==> config.mk <==
export PLATFORM = sky130hd
export DESIGN_NAME = alu_ctrl
export DESIGN_NICKNAME = d
export VERILOG_FILES = /design/src/rtl/alu_pkg.sv /design/src/rtl/alu.sv /design/src/rtl/alu_ctrl.sv
export SDC_FILE = /design/constraint.sdc
export NUM_CORES = 1
export LEC_CHECK = 0
export ABC_CLOCK_PERIOD_IN_PS = 5530
export CORE_MARGIN = 2
export CORE_UTILIZATION = 50
export DETAILED_ROUTE_END_ITERATION = 10
export GPL_TIMING_DRIVEN = 1
export PLACE_DENSITY = 0.76
export SLEW_MARGIN = 20
export SYNTH_ARGS = -nofsm -noshare
export SYNTH_HDL_FRONTEND = slang
export SYNTH_SLANG_ARGS = --single-unit
==> constraint.sdc <==
create_clock -name clk -period 5.53 [get_ports clk]
set_input_delay 0.8295 -clock clk [delete_from_list [all_inputs] [get_ports clk]]
set_output_delay 0.8295 -clock clk [all_outputs]
set_load 0.01 [all_outputs]
==> src/rtl/alu_pkg.sv <==
// Shared definitions for the ALU and its issue controller: opcodes,
// instruction layout, controller states and flag-vector bit positions.
package alu_pkg;

    localparam int DATA_W  = 8;
    localparam int NUM_REG = 4;
    localparam int INSTR_W = 16;

    // Opcode field, fully decoded (all 8 codes defined)
    typedef enum logic [2:0] {
        OP_ADD = 3'd0,
        OP_SUB = 3'd1,
        OP_AND = 3'd2,
        OP_OR  = 3'd3,
        OP_XOR = 3'd4,
        OP_SHL = 3'd5,
        OP_SHR = 3'd6,
        OP_CMP = 3'd7
    } opcode_e;

    // Instruction field positions
    localparam int OPC_MSB = 15;
    localparam int OPC_LSB = 13;
    localparam int RD_MSB  = 12;
    localparam int RD_LSB  = 11;
    localparam int RS_MSB  = 10;
    localparam int RS_LSB  = 9;
    localparam int IMM_SEL = 8;
    localparam int IMM_MSB = 7;
    localparam int IMM_LSB = 0;

    // Packed view of an instruction; field order matches the bit layout above
    typedef struct packed {
        opcode_e     op;
        logic [1:0]  rd;
        logic [1:0]  rs;
        logic        use_imm;
        logic [7:0]  imm;
    } instr_t;

    typedef enum logic [1:0] {
        ST_IDLE = 2'd0,
        ST_EXEC = 2'd1,
        ST_RESP = 2'd2
    } state_e;

    // Flag vector layout {overflow, carry, zero}
    localparam int FLAG_ZERO     = 0;
    localparam int FLAG_CARRY    = 1;
    localparam int FLAG_OVERFLOW = 2;

endpackage

==> src/rtl/alu.sv <==
// 8-bit combinational ALU. Carry is bit 8 of the operation (borrow for
// SUB/CMP, shifted-out bit for shifts); overflow is signed overflow for
// ADD/SUB/CMP and 0 otherwise. Shifts are by one and ignore b.
module alu
    import alu_pkg::*;
(
    input  logic [DATA_W-1:0] a,
    input  logic [DATA_W-1:0] b,
    input  opcode_e           opcode,
    output logic [DATA_W-1:0] result,
    output logic              zero,
    output logic              carry,
    output logic              overflow
);

    logic [DATA_W:0] w_sum;
    logic [DATA_W:0] w_diff;

    assign w_sum  = {1'b0, a} + {1'b0, b};
    assign w_diff = {1'b0, a} - {1'b0, b};

    // Result, carry and signed overflow selected by opcode
    always_comb begin
        result   = '0;
        carry    = 1'b0;
        overflow = 1'b0;
        case (opcode)
            OP_ADD: begin
                result   = w_sum[DATA_W-1:0];
                carry    = w_sum[DATA_W];
                overflow = (a[DATA_W-1] == b[DATA_W-1]) &&
                           (w_sum[DATA_W-1] != a[DATA_W-1]);
            end
            OP_SUB, OP_CMP: begin
                result   = w_diff[DATA_W-1:0];
                carry    = w_diff[DATA_W];
                overflow = (a[DATA_W-1] != b[DATA_W-1]) &&
                           (w_diff[DATA_W-1] != a[DATA_W-1]);
            end
            OP_AND: result = a & b;
            OP_OR:  result = a | b;
            OP_XOR: result = a ^ b;
            OP_SHL: begin
                result = {a[DATA_W-2:0], 1'b0};
                carry  = a[DATA_W-1];
            end
            OP_SHR: begin
                result = {1'b0, a[DATA_W-1:1]};
                carry  = a[0];
            end
            default: result = '0;
        endcase
        zero = (result == '0);
    end

endmodule

==> src/rtl/alu_ctrl.sv <==
// Instruction-issue controller: one instruction per handshake, operands
// from a 4x8 register file, result written back on the EXEC edge and
// returned with its flags on a valid/ready response channel.
module alu_ctrl
    import alu_pkg::*;
(
    input  logic               clk,
    input  logic               rst,
    input  logic               in_valid,
    output logic               in_ready,
    input  logic [INSTR_W-1:0] in_instr,
    output logic               out_valid,
    input  logic               out_ready,
    output logic [DATA_W-1:0]  out_result,
    output logic [2:0]         out_flags,
    output logic [2:0]         flags,
    input  logic [1:0]         dbg_sel,
    output logic [DATA_W-1:0]  dbg_data
);

    state_e                           r_state;
    instr_t                           r_instr;
    logic [NUM_REG-1:0][DATA_W-1:0]   r_regs;
    logic                             r_in_ready;
    logic                             r_out_valid;
    logic [DATA_W-1:0]                r_out_result;
    logic [2:0]                       r_out_flags;
    logic [2:0]                       r_flags;

    logic [DATA_W-1:0]                w_a;
    logic [DATA_W-1:0]                w_b;
    logic [DATA_W-1:0]                w_result;
    logic                             w_zero;
    logic                             w_carry;
    logic                             w_ovf;
    logic [2:0]                       w_alu_flags;
    logic                             w_wr_en;

    // Operand read from the latched instruction; only meaningful in EXEC
    assign w_a = r_regs[r_instr.rd];
    assign w_b = r_instr.use_imm ? r_instr.imm : r_regs[r_instr.rs];

    alu u_alu (
        .a        (w_a),
        .b        (w_b),
        .opcode   (r_instr.op),
        .result   (w_result),
        .zero     (w_zero),
        .carry    (w_carry),
        .overflow (w_ovf)
    );

    assign w_alu_flags[FLAG_ZERO]     = w_zero;
    assign w_alu_flags[FLAG_CARRY]    = w_carry;
    assign w_alu_flags[FLAG_OVERFLOW] = w_ovf;

    // CMP only updates flags/response, never the destination register
    assign w_wr_en = (r_state == ST_EXEC) && (r_instr.op != OP_CMP);

    // Issue FSM with registered handshake and response outputs
    always_ff @(posedge clk) begin
        if (rst) begin
            r_state      <= ST_IDLE;
            r_instr      <= '0;
            r_in_ready   <= 1'b1;
            r_out_valid  <= 1'b0;
            r_out_result <= '0;
            r_out_flags  <= '0;
            r_flags      <= '0;
        end else begin
            case (r_state)
                ST_IDLE: begin
                    if (in_valid) begin
                        r_instr    <= instr_t'(in_instr);
                        r_in_ready <= 1'b0;
                        r_state    <= ST_EXEC;
                    end
                end
                ST_EXEC: begin
                    r_out_result <= w_result;
                    r_out_flags  <= w_alu_flags;
                    r_flags      <= w_alu_flags;
                    r_out_valid  <= 1'b1;
                    r_state      <= ST_RESP;
                end
                ST_RESP: begin
                    if (out_ready) begin
                        r_out_valid <= 1'b0;
                        r_in_ready  <= 1'b1;
                        r_state     <= ST_IDLE;
                    end
                end
                default: begin
                    r_state    <= ST_IDLE;
                    r_in_ready <= 1'b1;
                end
            endcase
        end
    end

    // Register file write-back on the EXEC edge; reset wins over the write
    always_ff @(posedge clk) begin
        if (rst) begin
            r_regs <= '0;
        end else if (w_wr_en) begin
            r_regs[r_instr.rd] <= w_result;
        end
    end

    assign in_ready   = r_in_ready;
    assign out_valid  = r_out_valid;
    assign out_result = r_out_result;
    assign out_flags  = r_out_flags;
    assign flags      = r_flags;
    assign dbg_data   = r_regs[dbg_sel];

endmodule

==> results of run 1 <==
## sequential cells by signal, summed over array words and instances (netlist names)
register,count
r_regs,32
r_instr,16
out_result,8
flags,3
r_state,2
in_ready,1
out_valid,1
## worst max-delay path, stage by stage (launching register included)
cell and delay [ps]:
dfxtp_1 610, mux4_1 620, mux2i_1 380, ha_1 250, nor2_1 60, o311ai_0 590
a21oi_1 200, a221o_1 360, a22oi_2 420, nor3_2 60, a31o_1 220
## through the flow
step / instance area [sq um] / std cells / power (uW) / setup WS [ps]
after global placement: 4860 / 640 / 819 / 1720
after detailed placement: 4860 / 640 / 828 / 1660
after global routing: 5100 / 656 / 1340 / 1330
after CTS: 5090 / 656 / 1290 / 1650
after floorplan: 4420 / 521 / 731 / 2140
final: 5100 / 656 / 1290 / 1630
## synth_stat cells (5+ instances only)
master	count
nand3_1	11
ha_1	23
mux4_2	17
o22ai_1	6
mux4_1	7
inv_1	27
nor2b_1	9
nand2_1	80
o21ai_0	8
o211ai_1	5
a211oi_1	8
nor2_1	50
clkbuf_1	25
mux2i_1	12
dfxtp_1	63
a21oi_1	59
nand2b_1	9
nor3_1	12
## worst min path at each step
stage / slack, ps / cells after the start / end / startpoint
2_1_floorplan: 440 / 2 / r_instr[0] / r_instr[0]
3_3_place_gp: 450 / 2 / out_result[3] / out_result[3]
3_5_place_dp: 450 / 2 / out_result[0] / out_result[0]
4_1_cts: 460 / 2 / out_result[0] / out_result[0]
5_1_grt: 480 / 2 / out_result[0] / out_result[0]
6_report: 460 / 2 / out_result[0] / out_result[0]
## power breakdown
group          switching [uW]  internal, uW
sequential               29.9           473
clock                     200           268
combinational             186           137
total                     416           878
## metal layers
layer / GRT usage / vias up / routed length (um)
li1: - / 1911 / -
met1: 0.343 / 1957 / 5050
met2: 0.427 / 205 / 5900
met3: 0.0465 / 36 / 1060
met4: 0.120 / 0 / 422
met5: 0 / - / 0
## cell type report
cell class,count,area [sq um],share of cell area
multi-input cells,394,2900,0.569
flip-flops and latches,63,1260,0.247
repair buffers,48,468,0.0918
clock buffers,10,138,0.0270
well taps,108,135,0.0265
inverters,27,101,0.0199
clock inverters,6,92.6,0.0182
## cells by family after synthesis
logic type | after synthesis | synth area share
AO/OA/AOI/OAI | 134 | 0.209
XOR/XNOR | 4 | 0.00792
adder cells (fa/ha/maj) | 25 | 0.0741
buffers and inverters | 64 | 0.0606
flip-flops | 63 | 0.285
multiplexers | 37 | 0.159
AND/OR/NAND/NOR | 194 | 0.204
==> flow_summary_export.csv, run 1 <==
group,metric,value,unit
finish,nFillCells,780,
routing,viasPerCell,6.26,
setup_path,end_kind,"flip-flop",
sta,max_slew_margin,0.297,
global_route,grt_pass1_vias,3921,
clock_tree,cts_buffer_depth,2,
synthesis,mappedNetlistArea,0.00442,sq mm
floorplan,start_util,0.512,
sta,period_share,0.704,
clock_tree,cts_made_buffers,9,
sta,fin_worst_skew,8.46,ps
synthesis,synth_fp_nets,568,
global_route,antenna_found_initial,0,
sta,layout_min_cycle_time,3900,ps
clock_tree,cts-resized-gates,0,
setup_path,r2r-end,"flags[0]",
setup_path,startpoint,"r_instr[9]",
floorplan,die_h,98.0,um
placement,portBuffers,45,
synthesis,async_reset_ff_frac,0,
placement,hpwl,8930,um
global_route,grt_first_pass_wirelength,20100,um
run,maxCapViolations,0,
synthesis,ys_seq_elements,63,
routing,ant_nets,0,
clock_tree,path_clk_slew,80,ps
floorplan,die_x,98.0,um
synthesis,postSynthCellCount,521,
setup_path,critical_path_class,"reg -> reg",
setup_path,ff2ff_setup_slack,1630,ps
sta,hold_violations,0,
placement,place_congestion,0.913,
floorplan,core,0.00864,sq mm
floorplan,row_count,34,
finish,final_util,0.591,
clock_tree,insertion_delay,350,ps
finish,area.growth.synth_to_final,15.3,%
setup_path,r2r_start,"r_instr[9]",
sta,rsz0062_at_grt,"false",
power_and_ir_drop,vdd_drop_max,0.000281,V
setup_path,reg2regPathDepth,10,
floorplan,ioPinCount,46,
synthesis,synth_cell_types,69,
synthesis,synth_area_leaders,"dfxtp_1, mux4_2, nand2_1",
clock_tree,ctsHoldBuffers,0,
synthesis,ys_seq_area_frac,0.285,
floorplan,dieArea,0.00961,sq mm
synthesis,synth-edff-count,0,
clock_tree,cts_tree,"yes",
setup_path,cp-start-kind,"flip-flop",
global_route,grt_max_degree,43,
global_route,track_usage,0.263,
outcome,outcome,"finished clean",
setup_path,crit_required,5780,ps
synthesis,synth_top_flop_cell,"dfxtp_1",
min_path,hold_class,"reg -> reg",
sta,whs,456,ps
setup_path,endpoint,"flags[0]",
finish,drive_gt1_frac,0.102,
synthesis,avgSynthCellArea,8.49,sq um
sta,setup_viol,0,
routing,first_pass_iters,7,
finish,layout_common_cells,"nand2_1, dfxtp_1, a21oi_1",
synthesis,synth_top_area_share,0.285,
sta,fmax,257,MHz
power_and_ir_drop,p_leak,0.00187,uW
synthesis,synth_largest_area_cell,"dfxtp_1",
routing,drc_errors,0,
sta,maxSlewViolCount,0,
setup_path,critPathMaxFanout,9,
clock_tree,numClockSinks,63,
power_and_ir_drop,power_density,254,mW/mm^2
routing,vias,4109,
finish,final_common_cell,"nand2_1",
finish,nNetsFinal,590,
routing,wl_per_cell,19.0,um
clock_tree,ctsHtreeMaxLevel,3,
routing,drt-initial-drc-count,350,
sta,setup_tns,0,ps
sta,worst_pin_slew,1050,ps
global_route,overflow,0,
routing,wl,12400,um
clock_tree,post-cts-setup-buffers,0,
synthesis,ys_warn_count,0,
clock_tree,clockRootBuffer,"clkbuf_8",
finish,antennaDiodeCount,0,
setup_path,worst_ep_arrival_time,4140,ps
No activity file was read; power rests on OpenSTA's default activity.
==> inputs of run 2 (changes only) <==
- ABC_CLOCK_PERIOD_IN_PS: 5530 -> 3800
- clock period: 5.53 -> 3.8 ns (I/O delays scaled with it)
==> flow_summary_export.csv, run 2 (synthesis gave the netlist of run 1 again) <==
group,metric,value,unit
placement,place_congestion,0.883,
clock_tree,clockRootBuffer,"clkbuf_8",
setup_path,cp-start-kind,"flip-flop",
floorplan,start_util,0.512,
clock_tree,cts_tree,"yes",
sta,fmax,277,MHz
sta,period_share,0.951,
finish,drive_gt1_frac,0.123,
finish,area.growth.synth_to_final,17.5,%
floorplan,row_count,34,
setup_path,end_kind,"flip-flop",
setup_path,crit_required,4040,ps
routing,drc_errors,0,
placement,portBuffers,45,
min_path,min_delay_path_depth,2,
min_path,min_from,"out_result[6]",
min_path,hold_class,"reg -> reg",
finish,final_common_cell,"nand2_1",
routing,first_pass_iters,4,
power_and_ir_drop,vdd_drop_max,0.000354,V
placement,postPlaceCellArea,0.00493,sq mm
global_route,overflow,0,
sta,fin_worst_skew,7.10,ps
sta,worst_pin_slew,1100,ps
finish,layout_common_cells,"nand2_1, dfxtp_1, a21oi_1",
sta,layout_min_cycle_time,3620,ps
clock_tree,insertion_delay,350,ps
clock_tree,cts_buffer_depth,2,
floorplan,ioPinCount,46,
outcome,outcome,"finished clean",
placement,hpwl,9080,um
setup_path,reg2regPathDepth,12,
power_and_ir_drop,p_leak,0.00193,uW
clock_tree,path_clk_slew,70,ps
global_route,track_usage,0.254,
clock_tree,ctsHoldBuffers,0,
sta,maxSlewViolCount,0,
routing,viasPerCell,6.15,
finish,final_cell_area,0.00520,sq mm
clock_tree,numClockSinks,63,
finish,largest_reg_flops,32,
clock_tree,cts_made_buffers,9,
global_route,grt_pass1_vias,3882,
setup_path,critPathMaxFanout,10,
routing,drt-initial-drc-count,332,
routing,wl,12200,um
finish,regMostFlops,"r_regs",
sta,setup_viol,0,
power_and_ir_drop,power_density,362,mW/mm^2
routing,vias,4105,
routing,ant_nets,0,
power_and_ir_drop,total_power,1880,uW
global_route,grt_first_pass_wirelength,19700,um
finish,nNetsFinal,602,
sta,max_slew_margin,0.264,
global_route,grt_max_degree,41,
floorplan,die_x,98.0,um
sta,rsz0062_at_grt,"false",
sta,hold_violations,0,
floorplan,die_h,98.0,um
floorplan,dieArea,0.00961,sq mm
routing,wl_per_cell,18.3,um
finish,antennaDiodeCount,0,
clock_tree,ctsHtreeMaxLevel,3,
sta,setup_tns,0,ps
floorplan,core,0.00864,sq mm
setup_path,startpoint,"r_instr[9]",
run,maxCapViolations,0,
setup_path,r2r_start,"r_instr[9]",
global_route,antenna_found_initial,0,
setup_path,critical_path_class,"reg -> reg",
setup_path,worst_ep_arrival_time,3860,ps
-- run 2: changes by cell type in the layout (fill, tap and decap cells not counted), sizes merged --
cell	change
clkbuf	+1
buf	+12
clkinv	+1
clkinvlp	-1
inv	-1
-- run 2: layer usage --
metal	up-vias	routed length (um)	track usage
li1	1928	-	-
met1	1986	5180	0.340
met2	159	5930	0.415
met3	32	752	0.0394
met4	0	380	0.101
met5	-	0	0
-- run 2: path summary, 6_finish.rpt --
check | endpoint | slack (ps)
max reg2reg | flags[0] | 180
min reg2reg | out_result[6] | 460
max | flags[0] | 180
min | out_result[6] | 460
-- run 2: area by class of cell --
cell class,instances,area (sq um)
clock buffers,11,141
clock inverters,5,81.3
fillers,759,3440
inverters,27,101
multi-input cells,394,2920
flip-flops and latches,63,1260
well taps,108,135
repair buffers,60,558
-- run 2: report_power, final --
group / internal, uW / total (uW) / switching [uW]
clock: 387 / 652 / 265
combinational: 221 / 508 / 287
sequential: 688 / 722 / 33.5
total: 1300 / 1880 / 586
-- run 2: stage by stage --
step                      hold WS [ps]  cells  setup slack (ps)  utilization
after floorplan                    436    521               410            -
after global placement             447    649               302        0.571
after detailed placement           446    649               189        0.571
after CTS                          456    665               170        0.597
after global routing               475    668             0.794        0.602
final                              459    668               185        0.602
-- run 2: critical path: stages, from the launching register on --
cell	delay [ps]
dfxtp_1	400
buf_4	210
mux4_1	580
mux2i_1	300
ha_1	410
inv_1	90
o311ai_0	240
a21oi_1	400
a21oi_4	120
a311oi_4	280
buf_4	200
a21oi_2	60
a31o_1	220
-- run 2: what timing repair did --
action                                  4_1_cts  5_1_grt
buffers inserted                              0        3
endpoints found under the setup margin        0        8
gates resized for setup                       0        3
==> inputs of run 3 (changes only) <==
- CTS_CLUSTER_DIAMETER: unset -> 120
==> results of run 3 <==
Same layout as run 2: the final DEF is identical, and so are final timing and power.
